[config.mk]
export PLATFORM = sky130hd
export DESIGN_NAME = sa_feed_controller_flat
export DESIGN_NICKNAME = d
export VERILOG_FILES = /design/src/rtl/sa_pkg.sv /design/src/rtl/sa_feed_controller_if.sv /design/src/rtl/sa_skew_row.sv /design/src/rtl/sa_feed_controller.sv /design/src/flat_wrapper.sv
export SDC_FILE = /design/constraint.sdc
export NUM_CORES = 1
export LEC_CHECK = 0
export CAP_MARGIN = 20
export CORE_AREA = 2 2 409 411
export DETAILED_ROUTE_END_ITERATION = 7
export DIE_AREA = 0 0 411 413
export PLACE_DENSITY = 0.36
export SETUP_SLACK_MARGIN = 0.5
export SKIP_LAST_GASP = 1
export SLEW_MARGIN = 5
export SYNTH_ARGS = -nofsm -noshare
export SYNTH_HDL_FRONTEND = slang
export SYNTH_SLANG_ARGS = --single-unit
[constraint.sdc]
create_clock -name clk -period 21.1 [get_ports clk]
set_input_delay 4.22 -clock clk [delete_from_list [all_inputs] [get_ports clk]]
set_output_delay 4.22 -clock clk [all_outputs]
set_load 0.01 [all_outputs]
[src/rtl/sa_pkg.sv]
// Shared types and constants for the systolic-array feed controller.
package sa_pkg;

  localparam int SIZE_DEF       = 4;
  localparam int DATA_WIDTH_DEF = 10;
  localparam int DRAIN_CYCLES   = 2;

  function automatic int latency(input int size);
    return 3 * size + 3;
  endfunction

  localparam int LATENCY_DEF = latency(SIZE_DEF);

  typedef enum logic [2:0] {
    S_IDLE,
    S_CLEAR,
    S_FEED,
    S_DRAIN,
    S_CAPTURE
  } state_e;

endpackage

[src/rtl/sa_feed_controller_if.sv]
// Host-side operands/results and array-side feed/return signals of the feed controller.
import sa_pkg::*;

interface sa_feed_controller_if #(
  parameter int SIZE       = SIZE_DEF,
  parameter int DATA_WIDTH = DATA_WIDTH_DEF
);
  logic                            start;
  logic signed [DATA_WIDTH-1:0]    a_mat [SIZE][SIZE];
  logic signed [DATA_WIDTH-1:0]    b_mat [SIZE][SIZE];
  logic signed [DATA_WIDTH-1:0]    sa_a  [SIZE];
  logic signed [DATA_WIDTH-1:0]    sa_b  [SIZE];
  logic                            sa_rst_n;
  logic signed [2*DATA_WIDTH-1:0]  sa_c  [SIZE][SIZE];
  logic signed [2*DATA_WIDTH-1:0]  c_mat [SIZE][SIZE];
  logic                            busy;
  logic                            done;

  modport master (
    output start, a_mat, b_mat, sa_c,
    input  sa_a, sa_b, sa_rst_n, c_mat, busy, done
  );

  modport slave (
    input  start, a_mat, b_mat, sa_c,
    output sa_a, sa_b, sa_rst_n, c_mat, busy, done
  );
endinterface

[src/rtl/sa_skew_row.sv]
// One skewed feed lane: emits vec[t-LANE] while enabled and in window, otherwise 0.
import sa_pkg::*;

module sa_skew_row #(
  parameter int SIZE       = SIZE_DEF,
  parameter int DATA_WIDTH = DATA_WIDTH_DEF,
  parameter int LANE       = 0,
  parameter int TW         = 4
) (
  input  logic                          en,
  input  logic [TW-1:0]                 t,
  input  logic signed [DATA_WIDTH-1:0]  vec [SIZE],
  output logic signed [DATA_WIDTH-1:0]  lane
);

  // Signed index compare: indices below LANE or beyond SIZE-1 select nothing.
  always_comb begin
    lane = '0;
    for (int m = 0; m < SIZE; m++) begin
      if (en && ((int'(t) - LANE) == m)) lane = vec[m];
    end
  end

endmodule

[src/rtl/sa_feed_controller.sv]
// Sequences clear, skewed feed, drain and capture for an external SIZE x SIZE systolic array.
import sa_pkg::*;

module sa_feed_controller #(
  parameter int SIZE       = SIZE_DEF,
  parameter int DATA_WIDTH = DATA_WIDTH_DEF
) (
  input  logic                  clk,
  input  logic                  rst,
  sa_feed_controller_if.slave   bus
);

  localparam int CW = $clog2(3 * SIZE);
  localparam logic [CW-1:0] FEED_LAST  = CW'(3 * SIZE - 3);
  localparam logic [CW-1:0] DRAIN_LAST = CW'(DRAIN_CYCLES - 1);

  state_e        state_q, state_d;
  logic [CW-1:0] t_q, t_d;
  logic          sa_rst_n_q, sa_rst_n_d;
  logic          done_q, done_d;
  logic signed [DATA_WIDTH-1:0]   a_q [SIZE][SIZE];
  logic signed [DATA_WIDTH-1:0]   a_d [SIZE][SIZE];
  logic signed [DATA_WIDTH-1:0]   b_q [SIZE][SIZE];
  logic signed [DATA_WIDTH-1:0]   b_d [SIZE][SIZE];
  logic signed [2*DATA_WIDTH-1:0] c_q [SIZE][SIZE];
  logic signed [2*DATA_WIDTH-1:0] c_d [SIZE][SIZE];

  always_comb begin
    state_d = state_q;
    t_d     = t_q;
    a_d     = a_q;
    b_d     = b_q;
    c_d     = c_q;
    done_d  = 1'b0;
    case (state_q)
      // The done cycle is spent in IDLE without sampling start, so a held start
      // re-launches one cycle later and results never overlap the done pulse.
      S_IDLE: begin
        if (bus.start && !done_q) begin
          state_d = S_CLEAR;
          a_d     = bus.a_mat;
          b_d     = bus.b_mat;
        end
      end
      S_CLEAR: state_d = S_FEED;
      S_FEED: begin
        if (t_q == FEED_LAST) state_d = S_DRAIN;
        else                  t_d = t_q + CW'(1);
      end
      S_DRAIN: begin
        if (t_q == DRAIN_LAST) state_d = S_CAPTURE;
        else                   t_d = t_q + CW'(1);
      end
      S_CAPTURE: begin
        c_d     = bus.sa_c;
        done_d  = 1'b1;
        state_d = S_IDLE;
      end
      default: state_d = S_IDLE;
    endcase
    if (state_d != state_q) t_d = '0;
    sa_rst_n_d = (state_d != S_CLEAR);
  end

  always_ff @(posedge clk or posedge rst) begin
    if (rst) begin
      state_q    <= S_IDLE;
      t_q        <= '0;
      sa_rst_n_q <= 1'b0;
      done_q     <= 1'b0;
      a_q        <= '{default: '0};
      b_q        <= '{default: '0};
      c_q        <= '{default: '0};
    end else begin
      state_q    <= state_d;
      t_q        <= t_d;
      sa_rst_n_q <= sa_rst_n_d;
      done_q     <= done_d;
      a_q        <= a_d;
      b_q        <= b_d;
      c_q        <= c_d;
    end
  end

  logic feed_en;
  assign feed_en = (state_q == S_FEED);

  for (genvar i = 0; i < SIZE; i++) begin : g_lane
    logic signed [DATA_WIDTH-1:0] row_a [SIZE];
    logic signed [DATA_WIDTH-1:0] col_b [SIZE];
    logic signed [DATA_WIDTH-1:0] lane_a, lane_b;

    for (genvar k = 0; k < SIZE; k++) begin : g_sel
      assign row_a[k] = a_q[i][k];
      assign col_b[k] = b_q[k][i];
    end

    sa_skew_row #(.SIZE(SIZE), .DATA_WIDTH(DATA_WIDTH), .LANE(i), .TW(CW)) u_row_a (
      .en(feed_en), .t(t_q), .vec(row_a), .lane(lane_a)
    );
    sa_skew_row #(.SIZE(SIZE), .DATA_WIDTH(DATA_WIDTH), .LANE(i), .TW(CW)) u_col_b (
      .en(feed_en), .t(t_q), .vec(col_b), .lane(lane_b)
    );

    assign bus.sa_a[i] = lane_a;
    assign bus.sa_b[i] = lane_b;
  end

  assign bus.c_mat    = c_q;
  assign bus.sa_rst_n = sa_rst_n_q;
  assign bus.busy     = (state_q != S_IDLE);
  assign bus.done     = done_q;

endmodule
[src/flat_wrapper.sv]
// flat-port wrapper written by rule: the top's interface ports become plain ports
module sa_feed_controller_flat 
#(
  parameter int SIZE       = SIZE_DEF,
  parameter int DATA_WIDTH = DATA_WIDTH_DEF
)
  (clk, rst, bus_start, bus_a_mat, bus_b_mat, bus_sa_c, bus_sa_a, bus_sa_b, bus_sa_rst_n, bus_c_mat, bus_busy, bus_done);
  sa_feed_controller_if #(.SIZE(SIZE), .DATA_WIDTH(DATA_WIDTH)) bus_i ();
  input  logic clk;
  input  logic rst;
  input wire logic [$bits(bus_i.start)-1:0] bus_start;
  input wire logic [$bits(bus_i.a_mat)-1:0] bus_a_mat;
  input wire logic [$bits(bus_i.b_mat)-1:0] bus_b_mat;
  input wire logic [$bits(bus_i.sa_c)-1:0] bus_sa_c;
  output wire logic [$bits(bus_i.sa_a)-1:0] bus_sa_a;
  output wire logic [$bits(bus_i.sa_b)-1:0] bus_sa_b;
  output wire logic [$bits(bus_i.sa_rst_n)-1:0] bus_sa_rst_n;
  output wire logic [$bits(bus_i.c_mat)-1:0] bus_c_mat;
  output wire logic [$bits(bus_i.busy)-1:0] bus_busy;
  output wire logic [$bits(bus_i.done)-1:0] bus_done;
  assign bus_i.start = bus_start;
  assign bus_i.a_mat = {>>{bus_a_mat}};
  assign bus_i.b_mat = {>>{bus_b_mat}};
  assign bus_i.sa_c = {>>{bus_sa_c}};
  assign bus_sa_a = {>>{bus_i.sa_a}};
  assign bus_sa_b = {>>{bus_i.sa_b}};
  assign bus_sa_rst_n = bus_i.sa_rst_n;
  assign bus_c_mat = {>>{bus_i.c_mat}};
  assign bus_busy = bus_i.busy;
  assign bus_done = bus_i.done;
  sa_feed_controller #(.SIZE(SIZE), .DATA_WIDTH(DATA_WIDTH)) u_core (.clk(clk), .rst(rst), .bus(bus_i));
endmodule
# Word level (Yosys, flattened, before mapping)
# Index checks and enable logic that the tools add are counted.
# classes
mux,41
magnitude_cmp,0
n_reduce_logical,27
multipliers,0
eq_ne,22
n_bitwise,0
n_div,0
n_addsub,4
shifts,0
# ops
op,count
2-to-1 mux 10 bit,32
"equality test 32 x 3 -> 1 bit, second input constant",6
logical NOT 32 bit,4
"equality test 32 x 2 -> 1 bit, second input constant",3
logical AND 1 bit,17
2-to-1 mux 4 bit,3
one-hot mux 3 bit (4 select lines),1
"subtractor 4 x 2 -> 5 bit, second input constant",2
2-to-1 mux 3 bit,3
"equality test 4 x 3 -> 1 bit, second input constant",2
one-hot mux 4 bit (2 select lines),1
"equality test 3 x 2 -> 1 bit, second input constant",2
"inequality test 3 bit, second input constant",2
nonzero test 3 bit,2
"subtractor 4 x 1 -> 5 bit, second input constant",1
"adder 4 x 1 -> 4 bit, second input constant",1
"equality test 4 x 1 -> 1 bit, second input constant",1
"equality test 4 x 2 -> 1 bit, second input constant",1
"equality test 4 bit, second input constant",1
"equality test 3 x 1 -> 1 bit, second input constant",1
"equality test 3 bit, second input constant",1
logical NOT 3 bit,1
"inequality test 3 x 1 -> 1 bit, second input constant",1
inequality test 3 bit,1
4 further kinds,4
# totals
out_inout_bits,403
mem_bits_ro,0
wordCells,146
in_bits,643
n_memories,0
ff_bits,649
ramBits,0
latch_bits,0

# Logic depth before layout (Yosys ltp)
# depth
depth_word,7
depth_mapped,9
depth_no_buf,6

# Hierarchy
# A second synthesis with hierarchy kept.
# hier_totals
cells_unflattened,1815
area_unflattened_um2,28670.0
# modules_own_cells
mod,instances,seq_area_each_um2,cells_per_inst,area_per_inst_um2
sa_feed_controller,1,16240.6,1399,25384.3
sa_skew_row (u_core.g_lane[1].u_col_b ...),2,0.0,55,466.7
sa_skew_row (u_core.g_lane[3].u_col_b ...),2,0.0,74,457.9
sa_skew_row (u_core.g_lane[2].u_col_b ...),2,0.0,43,409.1
sa_skew_row (u_core.g_lane[0].u_col_b ...),2,0.0,36,309.0

# Worst setup path before layout
# OpenSTA, ideal clock, no wires.
# synth_timing
kind,flip-flop to output port
from,reg u_core.t_q[1]
to,out bus_sa_a[30]
stages_incl_launch_ff,9
t_required_ns,16.880
arrival_ns,2.143
setup_slack_ns,14.737
path_buffers,2
cell_sequence,dfrtp_1 > inv_1 > ha_1 > buf_2 > or3b_2 > nor2_1 > clkbuf_1 > a221oi_1 > o21ai_0
# synth_between
elab_chain_len,6
elab_cells_between_ends,12
classes_between,3 x eq/ne; 4 x mux; 5 x reduce/logical
# synth_rtl
item,line,rtl
"start, declared",sa_feed_controller.sv:18,"logic [CW-1:0] t_q, t_d;"
"start signal, assigned",sa_feed_controller.sv:76,t_q <= t_d;
logical NOT 32 bit,sa_skew_row.sv:20,if (en && ((int'(t) - LANE) == m)) lane = vec[m];
logical AND 1 bit,sa_skew_row.sv:20,
2-to-1 mux 10 bit (3 in series),sa_skew_row.sv:20,
2-to-1 mux 10 bit *,sa_skew_row.sv:20,
"end, declared",flat_wrapper.sv:15,output wire logic [$bits(bus_i.sa_a)-1:0] bus_sa_a;
# Every way passes the cells marked *; elsewhere a longest branch is shown, timed or not.

# Final worst setup path
# layout_timing
from,reg u_core.t_q[0]
to,out bus_sa_a[12]
# layout_between
elab_chain_len,7
elab_cells_between_ends,13
classes_between,1 x add/sub; 3 x eq/ne; 4 x mux; 5 x reduce/logical
# layout_rtl
item,line
subtractor 4 x 2 -> 5 bit *,sa_skew_row.sv:20
logical NOT 32 bit,sa_skew_row.sv:20
logical AND 1 bit,sa_skew_row.sv:20
2-to-1 mux 10 bit (3 in series),sa_skew_row.sv:20
2-to-1 mux 10 bit *,sa_skew_row.sv:20
# Marked as above.

==> flow_summary.toml <==
[cells_and_area]
area.sequential_mm2 = 0.0162
syn_to_final_growth_pct = 57.9
nets = 4187
final_common_cell = "clkdlybuf4s50_1"
fill_cells = 17800
post_route_cells_drive_above_1_share = 0.139
multi_input_area_mm2 = 0.00984
layout_common_cells = "clkdlybuf4s50_1, nand2_1, dfrtp_1"

[sta]
relSlewSlack = 0.261
final-setup-viol-count = 0
fin_crit_ns = 8.57
max_clock_freq_ghz = 0.117
slew_violations = 0
post-route-period-util = 0.406
rsz0062_at_grt = "no"
fin_worst_skew_ns = 0.0347
whs_ns = 0.465
hold_viol_final = 0
worst_pin_slew_ns = 1.11
fin_tns_setup_ns = 0

[yosys]
async_flop_share = 1.00
ys_seq_area_frac = 0.599
synth_area_mm2 = 0.0271
synthTopCellsByArea = "dfrtp_1, mux2_2, nand2_1, o21ai_0, a21oi_1"
synthAdderAreaFrac = 0.00461
ys.flop_type = "dfrtp_1"
ys_ff_latch = 649
synth_warnings = 0
synth_simple_gate_area_frac = 0.147
synth_top_area_cell = "dfrtp_1"
synth_edf_count = 0
synth_nets = 3188
synthMuxAreaShare = 0.133
synth_compound_area_frac = 0.0739
synthXorXnorAreaFrac = 0.000968
synth_top_area_frac = 0.599
synth_top_family_by_area = "simple AND/OR/NAND/NOR gates"
synth_cell_types = 48
syn_inst = 2535
avgSynthCellArea_um2 = 10.7

[run]
maxCapViolCount = 0

[detailed_routing]
dr.pass1.iters = 5
drt_iter0_drc = 1204
route.detailed.drc = 0
drt-total-wl_um = 148000
avgViaCountPerCell = 3.91
wl_per_cell_um = 25.3
final_antenna_net_count = 0
vias = 22800

[global_route]
grt_pass1_vias = 24100
grt_usage = 0.168
grt_start_max_net_pins = 156
overflow = 0
antenna_found_initial = 133
grt_pass1_wl_um = 199000

[setup_path]
startpoint_type = "register"
worst_r2r_endpoint = "u_core.a_q[10]$_DFFE_PP0P_"
critPathCaptureType = "output pin"
crit_family = "simple AND/OR/NAND/NOR gates"
cp_slowest_stage_delay_ns = 0.77
worst-r2r-cell-count = 6
criticalPathCategory = "reg2out"
cpMaxStageDelayCell = "and2_1"
cp.arrival_ns = 4.35
crit_buf_inv = 2
crit_chain = "inv_1, ha_4, nor4bb_4, and2_1, a221o_1, a32o_1, clkdlybuf4s50_1"
required_ns = 16.88
reg2reg_from = "u_core.state_q[0]$_DFF_PP0_"
rrSetupSlack_ns = 17.03
cp_max_fo = 19

[die]
io_pins = 1046
dieArea_mm2 = 0.170
start_util = 0.164
die_x_um = 411
die_h_um = 413
core_mm2 = 0.166
rows = 150

[worst_hold_path]
min_path_cells = 2
min_from = "u_core.a_q[131]$_DFFE_PP0P_"
min_to = "u_core.a_q[131]$_DFFE_PP0P_"
hold_path_class = "reg2reg"

[clock_tree]
clk_latency_ns = 0.70
post-cts-setup-buffers = 0
clock_sinks = 649
cts_tree = "built"
cts-root-buf = "clkbuf_16"
cts.clk_slew.worst_paths_ns = 0.06
clockBufferDepth = 3
cts_made_buffers = 90
htreeDepth = 3
cts_resized = 0
hold_buffers = 0

[run_status]
status = "complete, no violations"

[place]
dp_hpwl_um = 112000
globalplace.congestion = 0.796
io_buffers = 1045

[power]
vdd_ir_drop_max_uv = 75.4
leakagePower_nw = 18.0
power_density_mw_per_mm2 = 149
## cells in the mapped netlist (2+ instances only)
master and number:
buf_2 62, nand3b_1 2, dfrtp_1 649, nand2b_1 12, ha_1 10, inv_1 54
nor3_1 5, clkbuf_1 66, nor3b_2 3, a211o_1 15, mux2_2 320, and2_1 4
a2bb2oi_1 8, a31oi_1 2, and4b_1 2, nand3_1 4, buf_4 15, a21oi_1 68
buf_6 22, buf_1 4, and3_1 2, nor4_1 2, a221o_1 11, o21ai_0 114
nor2b_1 3, o21ai_1 2, nor2_1 31, o31a_1 2, xnor2_1 3, a221oi_1 35
a32o_1 20, nand2_1 943, a22oi_1 25
## worst reg2reg max path, delay by kind of cell, from the launching register on
| family | cells | cell delay [ns] |
|---|---|---|
| buffers and inverters | 3 | 2.25 |
| and+or+nand+nor | 2 | 0.84 |
| DFF | 1 | 0.56 |
| AOI/OAI and AO/OA | 1 | 0.25 |
## through the flow
| step | power [mW] | area [µm²] | setup WS, ns | cells | utilization |
|---|---|---|---|---|---|
| 4_1_cts | 6.53 | 42800 | 12.30 | 5811 | 0.258 |
| 6_report | 6.40 | 42800 | 12.53 | 5843 | 0.258 |
| 3_3_place_gp | 4.89 | 39800 | 13.18 | 5646 | 0.240 |
| 5_1_grt | 6.84 | 42800 | 12.28 | 5836 | 0.258 |
| 3_5_place_dp | 4.88 | 39800 | 13.09 | 5646 | 0.240 |
| 2_1_floorplan | 3.36 | 27100 | 8.01 | 2535 | - |
## where the power goes
part           leakage, nW  switching, mW  total [mW]  internal (mW)
clock                 1.46          0.652        1.57          0.918
combinational         8.78           1.35        2.63           1.27
sequential            7.81          0.348        2.21           1.86
## final cells by class
cell class | instances | area share
multi-input cells | 1663 | 0.230
clock inverters | 23 | 0.00765
diodes | 32 | 0.00187
repair buffers | 1076 | 0.250
inverters | 54 | 0.00500
flip-flops and latches | 649 | 0.379
clock buffers | 142 | 0.0620
well taps | 2204 | 0.0644
## kinds of logic after synthesis
family                   Yosys count
AO/OA/AOI/OAI                    308
XOR/XNOR                           3
adder cells (fa/ha/maj)           10
flip-flops                       649
multiplexers                     321
buffers and inverters            223
AND/OR/NAND/NOR                 1021
## state kept, by name, indices dropped and copies added (netlist names)
register             cells
u_core.a_q             160
u_core.t_q               4
u_core.b_q             160
u_core.bus.sa_rst_n      1
u_core.bus.done          1
u_core.state_q           3
u_core.bus.c_mat       320
## worst max-delay path by stage
stage                              startpoint                   endpoint  slack, ns  depth (start not counted)
finish              u_core.t_q[0]$_DFFE_PP0P_               bus_sa_a[12]      12.53                          7
global route        u_core.t_q[0]$_DFFE_PP0P_               bus_sa_b[31]      12.28                          6
CTS                 u_core.t_q[0]$_DFFE_PP0P_               bus_sa_b[31]      12.30                          6
floorplan                                 rst  u_core.a_q[0]$_DFFE_PP0P_       8.01                          1
global placement    u_core.t_q[0]$_DFFE_PP0P_               bus_sa_b[31]      13.18                          6
detailed placement  u_core.t_q[0]$_DFFE_PP0P_               bus_sa_b[31]      13.09                          6
## layer usage
metal,GRT usage,part of all wire,wire (µm),vias up
li1,-,-,-,10400
met1,0.169,0.35,51100,11100
met2,0.282,0.49,72000,930
met3,0.101,0.13,19200,347
met4,0.0654,0.035,5200,54
met5,0.00594,0.0030,439,-
(Power assumes the default switching activity.)
